<file path="src/rtl/uart_core.sv">
// Parametrised full-duplex UART with a 16x oversampling receiver and framing/parity error flags.
// Optional feature: define UART_BREAK_DETECT_EN to add the break_det output and its line-low counter.
module uart_core #(
    parameter int CLK_FREQ  = 100000000,
    parameter int BAUD      = 9600,
    parameter int DATA_BITS = 8,
    parameter int PARITY    = 0,
    parameter int STOP_BITS = 1
) (
    input  logic                 clk,
    input  logic                 rst,
    input  logic                 rx,
    input  logic [DATA_BITS-1:0] dintx,
    input  logic                 newd,
    output logic                 tx,
    output logic                 txbusy,
    output logic                 donetx,
    output logic [DATA_BITS-1:0] doutrx,
    output logic                 donerx,
    output logic                 frame_err,
    output logic                 parity_err
`ifdef UART_BREAK_DETECT_EN
    ,
    output logic                 break_det
`endif
);
    localparam int DIV        = CLK_FREQ / (BAUD * 16);
    localparam int DIV_W      = (DIV > 1) ? $clog2(DIV) : 1;
    localparam int BIT_W      = $clog2(DATA_BITS);
    localparam int STOP_TICKS = 16 * STOP_BITS;

    typedef enum logic [2:0] {S_IDLE, S_START, S_DATA, S_PARITY, S_STOP} state_t;

    function automatic logic parity_of(input logic [DATA_BITS-1:0] d);
        return (PARITY == 1) ? ~(^d) : (^d);
    endfunction

    logic [DIV_W-1:0] div_cnt_reg;
    logic             tick_reg;

    always_ff @(posedge clk) begin
        if (rst) begin
            div_cnt_reg <= '0;
            tick_reg    <= 1'b0;
        end else if (div_cnt_reg == DIV_W'(DIV - 1)) begin
            div_cnt_reg <= '0;
            tick_reg    <= 1'b1;
        end else begin
            div_cnt_reg <= div_cnt_reg + DIV_W'(1);
            tick_reg    <= 1'b0;
        end
    end

    state_t               tx_state_reg;
    logic [DATA_BITS-1:0] tx_shift_reg;
    logic                 tx_par_reg;
    logic [4:0]           tx_tick_reg;
    logic [4:0]           tx_last;
    logic [BIT_W-1:0]     tx_bit_reg;
    logic                 tx_reg, txbusy_reg, donetx_reg;

    assign tx_last = (tx_state_reg == S_STOP) ? 5'(STOP_TICKS - 1) : 5'd15;

    always_ff @(posedge clk) begin
        if (rst) begin
            tx_state_reg <= S_IDLE;
            tx_shift_reg <= '0;
            tx_par_reg   <= 1'b0;
            tx_tick_reg  <= '0;
            tx_bit_reg   <= '0;
            tx_reg       <= 1'b1;
            txbusy_reg   <= 1'b0;
            donetx_reg   <= 1'b0;
        end else begin
            donetx_reg <= 1'b0;
            case (tx_state_reg)
                S_IDLE: begin
                    tx_reg <= 1'b1;
                    if (!txbusy_reg && newd) begin
                        tx_shift_reg <= dintx;
                        tx_par_reg   <= parity_of(dintx);
                        txbusy_reg   <= 1'b1;
                    end else if (txbusy_reg && tick_reg) begin
                        tx_state_reg <= S_START;
                        tx_reg       <= 1'b0;
                        tx_tick_reg  <= '0;
                    end
                end
                default: if (tick_reg) begin
                    if (tx_tick_reg != tx_last) begin
                        tx_tick_reg <= tx_tick_reg + 5'd1;
                    end else begin
                        tx_tick_reg <= '0;
                        case (tx_state_reg)
                            S_START: begin
                                tx_state_reg <= S_DATA;
                                tx_reg       <= tx_shift_reg[0];
                                tx_shift_reg <= tx_shift_reg >> 1;
                                tx_bit_reg   <= '0;
                            end
                            S_DATA: begin
                                if (tx_bit_reg == BIT_W'(DATA_BITS - 1)) begin
                                    tx_state_reg <= (PARITY != 0) ? S_PARITY : S_STOP;
                                    tx_reg       <= (PARITY != 0) ? tx_par_reg : 1'b1;
                                end else begin
                                    tx_bit_reg   <= tx_bit_reg + BIT_W'(1);
                                    tx_reg       <= tx_shift_reg[0];
                                    tx_shift_reg <= tx_shift_reg >> 1;
                                end
                            end
                            S_PARITY: begin
                                tx_state_reg <= S_STOP;
                                tx_reg       <= 1'b1;
                            end
                            S_STOP: begin
                                donetx_reg <= 1'b1;
                                // A held request chains straight into the next start bit.
                                if (newd) begin
                                    tx_shift_reg <= dintx;
                                    tx_par_reg   <= parity_of(dintx);
                                    tx_state_reg <= S_START;
                                    tx_reg       <= 1'b0;
                                end else begin
                                    txbusy_reg   <= 1'b0;
                                    tx_state_reg <= S_IDLE;
                                    tx_reg       <= 1'b1;
                                end
                            end
                            default: tx_state_reg <= S_IDLE;
                        endcase
                    end
                end
            endcase
        end
    end

    logic rx_hold;
`ifdef UART_BREAK_DETECT_EN
    localparam bit REARM_ON_FERR = 1'b0;
`else
    // Without break detection a stuck-low line keeps producing zero frames.
    localparam bit REARM_ON_FERR = 1'b1;
`endif

    state_t               rx_state_reg;
    logic                 rx_s1_reg, rx_s2_reg, rx_armed_reg;
    logic [3:0]           rx_tick_reg;
    logic [BIT_W-1:0]     rx_bit_reg;
    logic [DATA_BITS-1:0] rx_shift_reg, doutrx_reg;
    logic                 rx_par_bad_reg, donerx_reg, frame_err_reg, parity_err_reg;

    always_ff @(posedge clk) begin
        if (rst) begin
            rx_s1_reg      <= 1'b1;
            rx_s2_reg      <= 1'b1;
            rx_state_reg   <= S_IDLE;
            rx_armed_reg   <= 1'b0;
            rx_tick_reg    <= '0;
            rx_bit_reg     <= '0;
            rx_shift_reg   <= '0;
            rx_par_bad_reg <= 1'b0;
            doutrx_reg     <= '0;
            donerx_reg     <= 1'b0;
            frame_err_reg  <= 1'b0;
            parity_err_reg <= 1'b0;
        end else begin
            rx_s1_reg  <= rx;
            rx_s2_reg  <= rx_s1_reg;
            donerx_reg <= 1'b0;
            case (rx_state_reg)
                S_IDLE: begin
                    if (rx_s2_reg) begin
                        rx_armed_reg <= !rx_hold;
                    end else if (rx_armed_reg) begin
                        rx_state_reg <= S_START;
                        rx_tick_reg  <= '0;
                        rx_armed_reg <= 1'b0;
                    end
                end
                S_START: if (tick_reg) begin
                    if (rx_tick_reg == 4'd7) begin
                        rx_state_reg <= rx_s2_reg ? S_IDLE : S_DATA;
                        rx_tick_reg  <= '0;
                        rx_bit_reg   <= '0;
                    end else begin
                        rx_tick_reg <= rx_tick_reg + 4'd1;
                    end
                end
                default: if (tick_reg) begin
                    if (rx_tick_reg != 4'd15) begin
                        rx_tick_reg <= rx_tick_reg + 4'd1;
                    end else begin
                        rx_tick_reg <= '0;
                        case (rx_state_reg)
                            S_DATA: begin
                                rx_shift_reg <= {rx_s2_reg, rx_shift_reg[DATA_BITS-1:1]};
                                if (rx_bit_reg == BIT_W'(DATA_BITS - 1))
                                    rx_state_reg <= (PARITY != 0) ? S_PARITY : S_STOP;
                                else
                                    rx_bit_reg <= rx_bit_reg + BIT_W'(1);
                            end
                            S_PARITY: begin
                                rx_par_bad_reg <= rx_s2_reg ^ parity_of(rx_shift_reg);
                                rx_state_reg   <= S_STOP;
                            end
                            S_STOP: begin
                                doutrx_reg     <= rx_shift_reg;
                                donerx_reg     <= 1'b1;
                                frame_err_reg  <= !rx_s2_reg;
                                parity_err_reg <= (PARITY != 0) && rx_par_bad_reg;
                                rx_state_reg   <= S_IDLE;
                                rx_armed_reg   <= REARM_ON_FERR && !rx_s2_reg;
                            end
                            default: rx_state_reg <= S_IDLE;
                        endcase
                    end
                end
            endcase
        end
    end

`ifdef UART_BREAK_DETECT_EN
    localparam int BRK_TICKS = 16 * (DATA_BITS + ((PARITY != 0) ? 1 : 0) + 2);
    localparam int BRK_W     = $clog2(BRK_TICKS + 1);

    logic [BRK_W-1:0] brk_cnt_reg;
    logic             break_det_reg, break_hold_reg;

    // The receiver stays parked after a break until the line has been high for a tick.
    always_ff @(posedge clk) begin
        if (rst) begin
            brk_cnt_reg    <= '0;
            break_det_reg  <= 1'b0;
            break_hold_reg <= 1'b0;
        end else if (rx_s2_reg) begin
            brk_cnt_reg   <= '0;
            break_det_reg <= 1'b0;
            if (tick_reg)
                break_hold_reg <= 1'b0;
        end else if (brk_cnt_reg == BRK_W'(BRK_TICKS)) begin
            break_det_reg  <= 1'b1;
            break_hold_reg <= 1'b1;
        end else if (tick_reg) begin
            brk_cnt_reg <= brk_cnt_reg + BRK_W'(1);
        end
    end

    assign break_det = break_det_reg;
    assign rx_hold   = break_hold_reg;
`else
    assign rx_hold   = 1'b0;
`endif

    assign tx         = tx_reg;
    assign txbusy     = txbusy_reg;
    assign donetx     = donetx_reg;
    assign doutrx     = doutrx_reg;
    assign donerx     = donerx_reg;
    assign frame_err  = frame_err_reg;
    assign parity_err = parity_err_reg;
endmodule
</file>
<file path="config.mk">
export PLATFORM = sky130hd
export DESIGN_NAME = uart_core
export DESIGN_NICKNAME = d
export VERILOG_FILES = /design/src/rtl/uart_core.sv
export SDC_FILE = /design/constraint.sdc
export NUM_CORES = 1
export LEC_CHECK = 0
export ABC_AREA = 1
export BUFFER_PORTS_ARGS = -buffer_cell sky130_fd_sc_hd__buf_2
export CAP_MARGIN = 20
export CORE_UTILIZATION = 35
export DETAILED_ROUTE_END_ITERATION = 6
export GPL_ROUTABILITY_DRIVEN = 1
export PLACE_DENSITY = 0.57
export SYNTH_ARGS = -nofsm -noshare
export SYNTH_HDL_FRONTEND = slang
export SYNTH_SLANG_ARGS = --single-unit
</file>
<file path="constraint.sdc">
create_clock -name clk -period 1.6 [get_ports clk]
set_clock_uncertainty 0.1 [all_clocks]
set_input_delay 0.08 -clock clk [delete_from_list [all_inputs] [get_ports clk]]
set_output_delay 0.08 -clock clk [all_outputs]
set_load 0.01 [all_outputs]
</file>
==> Word level (Yosys, flattened, before mapping) <==
Cells that the tools add are included.
{ "word_totals": {"reg_bits": 64, "latchBits": 0, "mem_bits_rw": 0, "romBits": 0, "inputBits": 12, "out_inout_bits": 14, "wordCells": 161, "memories": 0} }
{ "classes": {"n_addsub": 5, "multipliers": 0, "div": 0, "order_cmp": 0, "n_eq_ne": 32, "shift": 0, "mux": 68, "n_bitwise": 7, "n_reduce_logical": 30} }
{ "ops": {"columns": ["cell", "n"], "rows": [
  ["3-bit two-way mux", 20],
  ["8-bit two-way mux", 6],
  ["5-bit two-way mux", 5],
  ["4-bit two-way mux", 6],
  ["3-bit case mux with 2 select lines", 4],
  ["8-bit case mux with 3 select lines", 1],
  ["1-bit two-way mux", 21],
  ["2-bit != test (second input constant)", 8],
  ["4-bit AND reduction", 4],
  ["5-bit AND reduction", 3],
  ["3-bit by 2-bit equality test with 1-bit output (second input constant)", 4],
  ["3-bit equality test (second input constant)", 4],
  ["3-bit case mux with 4 select lines", 1],
  ["6-bit AND reduction", 2],
  ["2-bit nonzero test", 6],
  ["10-bit by 1-bit adder with 10-bit output (second input constant)", 1],
  ["10-bit equality test (second input constant)", 1],
  ["2-bit by 1-bit != test with 1-bit output (second input constant)", 5],
  ["4-bit case mux with 2 select lines", 1],
  ["1-bit inverter", 7],
  ["7-bit AND reduction", 1],
  ["3-bit by 1-bit adder with 3-bit output (second input constant)", 2],
  ["3-bit by 1-bit equality test with 1-bit output (second input constant)", 2],
  ["3-bit logical NOT", 2],
  ["20 further kinds", 25]
]} }

==> Depth between registers and ports, before layout <==
Gate-level depths: netlist of run 1.
{ "logic_depth": {"ltp_word": 6, "ltp_mapped": 10, "ltp_nobuf": 10} }

==> Worst setup path after synthesis of run 1 <==
Ideal clock, no wire load.
{ "synth_path": {"path_type": "register to register", "start": "reg tx_tick_reg[0]", "end": "reg tx_shift_reg[6]", "setup_time_ns": 0.113, "arrival_ns": 1.306, "required_ns": 1.387, "path_slack_ns": 0.080, "path_stages_with_launch": 10, "n_path_buf": 1, "synth_period_minus_slack_ns": 1.520, "cell_sequence": "dfxtp_1 > ha_1 > nand3_1 > nor2_2 > nand3_2 > nand2_4 > buf_12 > nand3_2 > nand2_1 > nor2_2"} }
{ "synth_via": {"elab_chain_len": 3} }
{ "synth_lines": {"columns": ["item", "line", "text"], "rows": [
  ["from (decl)", "57", "logic [4:0] tx_tick_reg;"],
  ["from (signal assigned)", "91", "tx_tick_reg <= tx_tick_reg + 5'd1;"],
  ["5-bit by 4-bit != test with 1-bit output", "90", "if (tx_tick_reg != tx_last) begin"],
  ["2-bit by 1-bit != test with 1-bit output (no line)", null, null],
  ["6-bit AND reduction (no line)", null, null],
  ["to (signal assigned)", "98", "tx_shift_reg <= tx_shift_reg >> 1;"],
  ["to (signal assigned)", "108", "tx_shift_reg <= tx_shift_reg >> 1;"],
  ["to (signal assigned)", "119", "tx_shift_reg <= dintx;"],
  ["to (decl)", "55", "logic [DATA_BITS-1:0] tx_shift_reg;"]
]} }
Every way passes these cells.
A chain may end at the register's enable or synchronous reset.

==> Final worst setup path of run 1 <==
{ "layout_path": {"start": "reg rx_state_reg[2]", "end": "reg rx_bit_reg[0]"} }
{ "layout_via": {"elab_chain_len": 3, "elab_cells_between_ends": 10, "cone_classes": "eq/ne: 5; mux: 1; bitwise: 1; reduce/logical: 3"} }
{ "layout_lines": {"columns": ["item", "line", "text"], "rows": [
  ["from (decl)", "145", "state_t rx_state_reg;"],
  ["from (signal assigned)", "182", "rx_state_reg <= rx_s2_reg ? S_IDLE : S_DATA;"],
  ["from (signal assigned)", "198", "rx_state_reg <= (PARITY != 0) ? S_PARITY : S_STOP;"],
  ["3-bit by 1-bit equality test with 1-bit output (tied with other cells)", "170", "case (rx_state_reg)"],
  ["2-bit by 1-bit != test with 1-bit output (no line) (tied with other cells)", null, null],
  ["6-bit AND reduction (no line)", null, null],
  ["to (signal assigned)", "200", "rx_bit_reg <= rx_bit_reg + BIT_W'(1);"],
  ["to (decl)", "148", "logic [BIT_W-1:0] rx_bit_reg;"]
]} }
Parallel ways exist; a longest one is shown, timed or not.

==> results of run 1 <==
[stage by stage]
step	area [sq um]	total power, uW	hold WS (ns)	setup TNS, ns	setup slack (ns)
6_report	3820	3410	0.0659	0	0.114
5_1_grt	3820	3560	0.0758	0	0.00123
4_1_cts	3670	3440	0.0516	-0.0579	-0.0240
3_5_place_dp	3410	1900	0.172	-0.00782	-0.00412
3_3_place_gp	3410	1890	0.167	0	0.0176
2_1_floorplan	3120	1840	0.0491	0	0.0805
[final timing paths]
path / startpoint / endpoint / slack [ns] / depth (start not counted)
setup / recovery: rx_state_reg[2] / rx_bit_reg[0] / 0.11 / 6
hold / removal: rst / rx_state_reg[0] / 0.07 / 3
setup reg to reg: rx_state_reg[2] / rx_bit_reg[0] / 0.11 / 6
hold reg to reg: rx_s1_reg / rx_s2_reg / 0.31 / 1
[per-layer routing]
layer | track usage [%] | share of wire (%) | vias to the layer above
met5 | 0 | 0 | -
met4 | 6.99 | 1.8 | 0
met3 | 2.58 | 1.9 | 8
met2 | 21.6 | 45 | 22
met1 | 20.1 | 52 | 1207
li1 | - | - | 1449
[cell type report]
type | instances | share of cell area (%)
multi-input cells | 306 | 44.9
repair buffers | 45 | 8.25
inverters | 37 | 3.83
well taps | 108 | 3.54
clock buffers | 9 | 3.24
clock inverters | 7 | 2.49
flip-flops and latches | 64 | 33.8
[cells in the mapped netlist, types with 5 or more instances]
cell type | n | area, sq um
nor2_1 | 72 | 270
dfxtp_1 | 64 | 1280
xor2_1 | 5 | 43.8
nand2_1 | 87 | 327
nor2_4 | 6 | 67.6
o21ai_0 | 27 | 135
ha_1 | 8 | 100
a21boi_0 | 7 | 52.6
nand3_1 | 28 | 140
inv_1 | 32 | 120
a21oi_1 | 14 | 70.1
a21oi_2 | 8 | 70.1
nand4_1 | 7 | 43.8
nor2_2 | 5 | 31.3
nor3_1 | 5 | 25.0
nand3_2 | 5 | 50.1
[power groups by stage]
stage	Clock [uW]	Combinational, uW	Sequential, uW
2_1_floorplan	0	159	1680
3_3_place_gp	0	206	1690
3_5_place_dp	0	208	1690
4_1_cts	1580	216	1650
5_1_grt	1650	254	1660
6_report	1540	222	1650
[logic make-up (layout without fill, tap and decap cells)]
logic type | count (synthesis) | after routing | synth area share [%]
flops | 64 | 64 | 41.1
buf+inv | 48 | 98 | 7.50
fa+ha+maj | 8 | 8 | 3.21
simple gates | 225 | 225 | 33.8
xor+xnor | 6 | 6 | 1.68
other cells | 1 | 1 | 0.120
compound gates | 66 | 66 | 12.6
[timing repair]
item	in CTS	in global routing
hold buffers	3	0
endpoints found under the hold margin	3	0
resized for setup	2	37
setup endpoints to repair	7	41
buffers inserted	0	1
pin swaps	0	7
gates cloned	0	1
[critical path, cell delays in order (launching register included)]
cell,delay [ns]
dfxtp_1,0.39
nor2_4,0.16
nand2_2,0.13
o21ai_1,0.32
o21ai_0,0.15
nand2_1,0.09
nor2_1,0.04
==> results.sh, run 1 <==
export IMPL_regArea_sq_um=1290
export IMPL_swShare_pct=23.9
export IMPL_antenna_found_initial=0
export IMPL_row_count=34
export IMPL_vdd_ir_drop_max_v=0.000370
export IMPL_cts_tree="built"
export IMPL_hpwl_um=4480
export IMPL_clkPwrFrac_pct=45.1
export IMPL_grt_total_usage_pct=14.5
export IMPL_dp_cells=555
export IMPL_yosys_warnings=0
export IMPL_grt_start_max_net_pins=21
export IMPL_fin_nets=483
export IMPL_clock_sinks=64
export IMPL_cp_end_kind="flip-flop"
export IMPL_rsz0062_at_grt="no"
export IMPL_first_global_vias=2296
export IMPL_multi_input_area_sq_um=1720
export IMPL_syn_area_sq_um=3120
export IMPL_synthArstFlopShare_pct=0
export IMPL_path_class="flip-flop to flip-flop"
export IMPL_die_area_sq_um=9290
export IMPL_status="finished clean"
export IMPL_p_per_area_nw_per_um2=893
export IMPL_die_w_um=96.4
export IMPL_crit_required_ns=1.73
export IMPL_p_leak_uw=0.00163
export IMPL_drc=0
export IMPL_numCtsBuffers=9
export IMPL_place_congestion=0.847
export IMPL_syn_inst=418
export IMPL_htreeDepth=3
export IMPL_drive_gt1_share_pct=25.4
export IMPL_cap_violations=0
export IMPL_viasPerCell=4.66
export IMPL_cp_max_fo=7
export IMPL_synth_seq_cells=64
export IMPL_clk_latency_ns=0.34
export IMPL_seq_area_frac_synth_pct=41.1
export IMPL_grt_overflow=0
export IMPL_hold_violations=0
export IMPL_io_pin_count=26
export IMPL_wire_per_inst_um=11.1
export IMPL_largest_reg_flops=10
export IMPL_start_util_pct=35.9
export IMPL_ctsLongestPathBuffers=2
export IMPL_final_max_slew_viol_count=0
export IMPL_die_h_um=96.4
export IMPL_fin_crit_ns=1.49
export IMPL_fillers=902
export IMPL_port_buffers=24
export IMPL_wirelength_um=6410
export IMPL_cts_clk_slew_worst_paths_ns=0.08
export IMPL_min_path_type="input port to flip-flop"
export IMPL_setup_viol=0
export IMPL_n_antenna_cell=0
export IMPL_fin_util_pct=44.0
export IMPL_crit_arrival_ns=1.62
export IMPL_p_switching_uw=814
export IMPL_cts_root_buf="clkbuf_8"
export IMPL_combPwrFrac_pct=6.5
export IMPL_final_cell_mix="nand2_1 (82), nor2_1 (68), dfxtp_1 (57)"
export IMPL_avgSynthCellArea_sq_um=7.46
export IMPL_num_vias=2686
export IMPL_startpoint_type="flip-flop"
export IMPL_p_int_uw=2600
export IMPL_area_growth_pct=22.5
export IMPL_synth_fp_nets=438
export IMPL_design_core_area_sq_um=8680
export IMPL_mostFrequentLayoutCell="nand2_1"
export IMPL_finalCritPeriodShare_pct=92.9
export IMPL_ys_flop_type="dfxtp_1"
export IMPL_instances_no_fill=576
export IMPL_synthDistinctLibCells=37
export IMPL_firstDrtPassIters=4
export IMPL_detail_route_antenna_nets=0
export IMPL_power_frac_seq_pct=48.4
export IMPL_grt_first_pass_wirelength_um=10400
export IMPL_fmax_mhz=673
export IMPL_drt_iter0_drc=108
export IMPL_synth_edf_count=0
(Power assumes the default switching activity.)
==> run 2, diff against run 1 <==
--- a/config.mk
+++ b/config.mk
@@ -5,7 +5,6 @@
 export SDC_FILE = /design/constraint.sdc
 export NUM_CORES = 1
 export LEC_CHECK = 0
-export ABC_AREA = 1
 export BUFFER_PORTS_ARGS = -buffer_cell sky130_fd_sc_hd__buf_2
 export CAP_MARGIN = 20
 export CORE_UTILIZATION = 35
==> results.sh, run 2 <==
export IMPL_clkPwrFrac_pct=39.8
export IMPL_synth_simple_area_share_pct=26.4
export IMPL_fillers=722
export IMPL_synth_top_area_share_pct=42.3
export IMPL_clk_latency_ns=0.34
export IMPL_largest_reg_flops=10
export IMPL_die_h_um=95.0
export IMPL_synth_area_leaders="dfxtp_1 (42%), mux2i_1 (8.9%), nor2_1 (6.3%)"
export IMPL_regArea_sq_um=1310
export IMPL_finalCritPeriodShare_pct=134
export IMPL_seq_area_frac_synth_pct=42.3
export IMPL_swShare_pct=23.1
export IMPL_final_cell_mix="buf_4 (65), dfxtp_1 (51), nor2_1 (47)"
export IMPL_synth_compound_area_share_pct=12.6
export IMPL_p_switching_uw=711
export IMPL_io_pin_count=26
export IMPL_n_antenna_cell=0
export IMPL_clock_sinks=64
export IMPL_drive_gt1_share_pct=40.9
export IMPL_combPwrFrac_pct=7.0
export IMPL_multi_input_area_sq_um=1990
export IMPL_synthMuxAreaShare_pct=8.93
export IMPL_grt_overflow=0
export IMPL_rsz0062_at_grt="yes"
export IMPL_instances_no_fill=555
export IMPL_fin_util_pct=54.1
export IMPL_cts_tree="built"
export IMPL_fin_ws_ns=-0.536
export IMPL_drt_iter0_drc=109
export IMPL_ctsLongestPathBuffers=2
export IMPL_detail_route_antenna_nets=0
export IMPL_grt_first_pass_wirelength_um=12300
export IMPL_final_max_slew_viol_count=0
export IMPL_first_global_vias=2713
export IMPL_min_path_type="input port to flip-flop"
export IMPL_synthArstFlopShare_pct=0
export IMPL_cts_clk_slew_worst_paths_ns=0.07
export IMPL_total_power_uw=3070
export IMPL_power_frac_seq_pct=53.2
export IMPL_area_growth_pct=48.2
export IMPL_wire_per_inst_um=13.5
export IMPL_p_per_area_nw_per_um2=684
export IMPL_crit_required_ns=1.77
export IMPL_cp_end_kind="flip-flop"
export IMPL_htreeDepth=3
export IMPL_synth_edf_count=0
export IMPL_cp_max_fo=5
export IMPL_cap_violations=0
export IMPL_synthAdderAreaFrac_pct=3.31
export IMPL_violations="setup timing"
export IMPL_die_area_sq_um=9030
export IMPL_grt_total_usage_pct=17.4
export IMPL_drc=0
export IMPL_num_vias=2834
export IMPL_synth_top_family_by_area="simple AND/OR/NAND/NOR gates"
export IMPL_numCtsBuffers=9
export IMPL_avgSynthCellArea_sq_um=8.78
export IMPL_synth_xor_area_share_pct=2.31
export IMPL_startpoint_type="flip-flop"
export IMPL_path_class="flip-flop to flip-flop"
export IMPL_vdd_ir_drop_max_v=0.000558
export IMPL_row_count=33
export IMPL_die_w_um=95.0
export IMPL_p_int_uw=2360
export IMPL_port_buffers=24
export IMPL_hpwl_um=4540
export IMPL_design_core_area_sq_um=8300
export IMPL_viasPerCell=5.11
export IMPL_yosys_warnings=0
export IMPL_hold_violations=0
export IMPL_status="complete, but fails checks"
export IMPL_syn_inst=345
export IMPL_start_util_pct=36.5
export IMPL_wirelength_um=7510
export IMPL_yosysMostFrequentCell="dfxtp_1"
export IMPL_setup_viol=14
export IMPL_place_congestion=0.801
export IMPL_fin_crit_ns=2.14
export IMPL_ys_flop_type="dfxtp_1"
export IMPL_crit_arrival_ns=2.30
export IMPL_yosys_area_top_type="dfxtp_1"
export IMPL_syn_area_sq_um=3030
export IMPL_p_leak_uw=0.00181
export IMPL_mostFrequentLayoutCell="buf_4"
export IMPL_synth_fp_nets=365
export IMPL_synthDistinctLibCells=55
export IMPL_synth_commonest_cells="dfxtp_1 (64), nor2_1 (51), mux2i_1 (27), a21oi_1 (18), clkbuf_1 (18)"
export IMPL_grt_start_max_net_pins=46
export IMPL_firstDrtPassIters=6
export IMPL_antenna_found_initial=0
export IMPL_fin_nets=466
export IMPL_cts_root_buf="clkbuf_8"
export IMPL_synth_seq_cells=64
export IMPL_dp_cells=512
export IMPL_fmax_mhz=468
-- run 2: cell count changes after synthesis, moves of 10 or more --
cell / change
o21ai_0: -10
clkbuf_1: +15
or3_1: +10
mux2i_1: +27
nor2_1: -21
nand2_1: -74
nand2b_1: +11
nand3_1: -19
inv_1: -26
-- run 2: cell type report --
type | instances | share of cell area, %
multi-input combinational | 255 | 44.3
sequential | 64 | 29.1
clock buffer | 12 | 3.46
inverter | 6 | 0.502
clock inverter | 3 | 0.390
tap | 105 | 2.93
timing repair buffer | 110 | 19.3
-- run 2: kinds of logic (layout without fill, tap and decap cells) --
group	after synthesis	in the layout
AND/OR/NAND/NOR	150	150
flip-flops	64	64
buffers and inverters	28	131
AO/OA/AOI/OAI	59	61
XOR/XNOR	8	8
other	1	1
adder cells (fa/ha/maj)	8	8
multiplexers	27	27
-- run 2: routing by layer --
metal	routed length [um]	global-route usage, %	vias to the layer above	part of all wire (%)
met2	3560	29.6	51	47
met4	259	8.46	0	3.5
li1	-	-	1431	-
met3	225	3.91	23	3.0
met1	3460	20.8	1329	46
met5	0	0	-	0
-- run 2: critical path, stage by stage (launching register included) --
cell and delay (ns):
dfxtp_2 0.34, ha_4 0.16, ha_4 0.15, or3b_1 0.35, a211o_1 0.31, or4b_1 0.52
a21oi_1 0.14
-- run 2: path summary, 6_finish.rpt --
path / depth (start not counted) / to / slack [ns] / start
max: 6 / rx_bit_reg[2] / -0.54 / rx_bit_reg[0]
min: 2 / div_cnt_reg[6] / 0.008 / rst
max reg2reg: 6 / rx_bit_reg[2] / -0.54 / rx_bit_reg[0]
min reg2reg: 1 / rx_s2_reg / 0.31 / rx_s1_reg
-- run 2: per-stage QoR --
step                      worst slack (ns)  hold WS (ns)  setup TNS (ns)  cell area, sq um
final                               -0.536       0.00768           -2.23              4490
after global routing                -0.619        0.0367           -4.17              4490
after CTS                           -0.525       0.00495           -2.52              4230
after detailed placement            -0.503         0.171           -4.34              3780
after global placement              -0.465         0.166           -3.66              3780
after floorplan                     -0.423        0.0838           -1.28              3170
-- run 2: repair_timing --
item                                    in CTS  in global routing
endpoints found under the setup margin      41                 44
hold buffers                                 2                  0
buffers inserted                            13                 13
resized for setup                           37                 36
cloned                                       2                  0
hold endpoints to repair                     2                  0
pin swaps                                   21                 19
-- run 2: power groups by stage --
stage | clock (uW) | combinational, uW | sequential (uW)
detailed placement | 0 | 165 | 1670
finish | 1220 | 216 | 1630
floorplan | 0 | 106 | 1670
global placement | 0 | 163 | 1670
CTS | 1270 | 189 | 1630
global route | 1340 | 238 | 1640
==> run 3, diff against run 2 <==
--- a/config.mk
+++ b/config.mk
@@ -10,7 +10,7 @@
 export CORE_UTILIZATION = 35
 export DETAILED_ROUTE_END_ITERATION = 6
 export GPL_ROUTABILITY_DRIVEN = 1
-export PLACE_DENSITY = 0.57
+export PLACE_DENSITY = 0.56
 export SYNTH_ARGS = -nofsm -noshare
 export SYNTH_HDL_FRONTEND = slang
 export SYNTH_SLANG_ARGS = --single-unit
==> constraint.sdc (replaced) <==
create_clock -name clk -period 2.3 [get_ports clk]
set_clock_uncertainty 0.1 [all_clocks]
set_input_delay 0.115 -clock clk [delete_from_list [all_inputs] [get_ports clk]]
set_output_delay 0.115 -clock clk [all_outputs]
set_load 0.01 [all_outputs]
==> results.sh, run 3 (synthesized netlist as in run 2, its figures left out) <==
export IMPL_mostFrequentLayoutCell="dfxtp_1"
export IMPL_row_count=33
export IMPL_die_area_sq_um=9030
export IMPL_wire_per_inst_um=12.9
export IMPL_io_pin_count=26
export IMPL_final_cell_mix="dfxtp_1 (63), nor2_1 (51), mux2i_1 (27)"
export IMPL_p_per_area_nw_per_um2=594
export IMPL_design_core_area_sq_um=8300
export IMPL_hpwl_um=4170
export IMPL_start_util_pct=36.5
export IMPL_fin_nets=392
export IMPL_grt_first_pass_wirelength_um=10600
export IMPL_whs_ns=0.0275
export IMPL_area_growth_pct=14.6
export IMPL_top_usage_layer="met2"
export IMPL_fmax_mhz=452
export IMPL_cp_max_fo=6
export IMPL_cts_tree="built"
export IMPL_regArea_sq_um=1280
export IMPL_first_global_vias=2366
export IMPL_vdd_ir_drop_max_v=0.000404
export IMPL_clock_sinks=64
export IMPL_crit_arrival_ns=2.38
export IMPL_die_w_um=95.0
export IMPL_drt_iter0_drc=100
export IMPL_numCtsBuffers=9
export IMPL_drive_gt1_share_pct=17.0
export IMPL_setup_total_negative_slack_ns=0
export IMPL_clk_latency_ns=0.34
export IMPL_multi_input_area_sq_um=1640
export IMPL_min_path_type="input port to flip-flop"
export IMPL_place_congestion=0.768
export IMPL_hold_violations=0
export IMPL_setup_viol=0
export IMPL_use_met1_pct=17.8
export IMPL_crit_required_ns=2.47
export IMPL_met3_usage_pct=5.10
export IMPL_rsz0062_at_grt="no"
export IMPL_slew_limit_headroom_pct=44.8
export IMPL_fin_crit_ns=2.21
export IMPL_p_leak_uw=0.00137
export IMPL_port_buffers=24
export IMPL_firstDrtPassIters=4
export IMPL_fillers=849
export IMPL_finalCritPeriodShare_pct=96.1
export IMPL_cts_root_buf="clkbuf_8"
export IMPL_n_antenna_cell=0
export IMPL_htreeDepth=3
export IMPL_die_h_um=95.0
export IMPL_grt_overflow=0
export IMPL_worst_pin_slew_ns=0.828
export IMPL_wirelength_um=6220
export IMPL_path_class="flip-flop to flip-flop"
export IMPL_cp_end_kind="flip-flop"
export IMPL_grtUsageMet2_pct=25.5
export IMPL_cap_violations=0
export IMPL_grt_total_usage_pct=15.2
export IMPL_num_vias=2506
export IMPL_detail_route_antenna_nets=0
export IMPL_largest_reg_flops=10
export IMPL_status="finished clean"
export IMPL_grt_start_max_net_pins=34
export IMPL_final_max_slew_viol_count=0
export IMPL_startpoint_type="flip-flop"
export IMPL_cts_setup_buffers=0
export IMPL_cts_clk_slew_worst_paths_ns=0.08
export IMPL_ctsLongestPathBuffers=2
export IMPL_antenna_found_initial=0
export IMPL_drc=0
export IMPL_viasPerCell=5.20
run 3: layout make-up:
type                       count  area share (%)
sequential                    64            37.0
inverter                       6           0.649
multi-input combinational    253            47.2
timing repair buffer          38            6.64
tap                          105            3.79
clock buffer                  10            3.68
clock inverter                 6            1.05
run 3: where the power goes:
part	leakage, uW	switching, uW	internal (uW)
sequential	0.000519	14.1	1130
clock	0.0000858	437	385
combinational	0.000763	55.7	44.4
total	0.00137	507	1560
run 3: final timing paths:
path                                     from             to  slack [ns]  cells past startpoint
worst max-delay path            rx_bit_reg[0]  rx_bit_reg[1]        0.09                      6
worst min-delay path                     newd         txbusy        0.03                      3
worst max register to register  rx_bit_reg[0]  rx_bit_reg[1]        0.09                      6
worst min register to register      rx_s1_reg      rx_s2_reg        0.32                      1
run 3: layer usage:
| metal | wire [um] | share of wire, % |
|---|---|---|
| met5 | 0 | 0 |
| met4 | 75 | 1.2 |
| met3 | 256 | 4.1 |
| met2 | 2970 | 48 |
| met1 | 2920 | 47 |
run 3: what timing repair did:
item	CTS	global route
endpoints found under the hold margin	2	0
endpoints found under the setup margin	0	2
hold buffers	2	0
resized for setup	0	5
run 3: stage by stage:
step / total power (uW) / cell area (sq um) / setup slack, ns / util [%] / cells
floorplan: 1230 / 3030 / 0.203 / - / 345
global placement: 1260 / 3270 / 0.150 / 39.4 / 464
detailed placement: 1260 / 3270 / 0.0515 / 39.4 / 464
CTS: 2100 / 3450 / 0.0486 / 41.6 / 482
global route: 2170 / 3470 / 0.00676 / 41.8 / 482
finish: 2060 / 3470 / 0.0890 / 41.8 / 482
run 3: critical path, cell delays in order, from the launching register on:
cell and delay [ns]:
dfxtp_2 0.33, ha_1 0.19, ha_2 0.18, or3b_1 0.38, a211o_1 0.33, or4b_4 0.50
a21oi_1 0.14
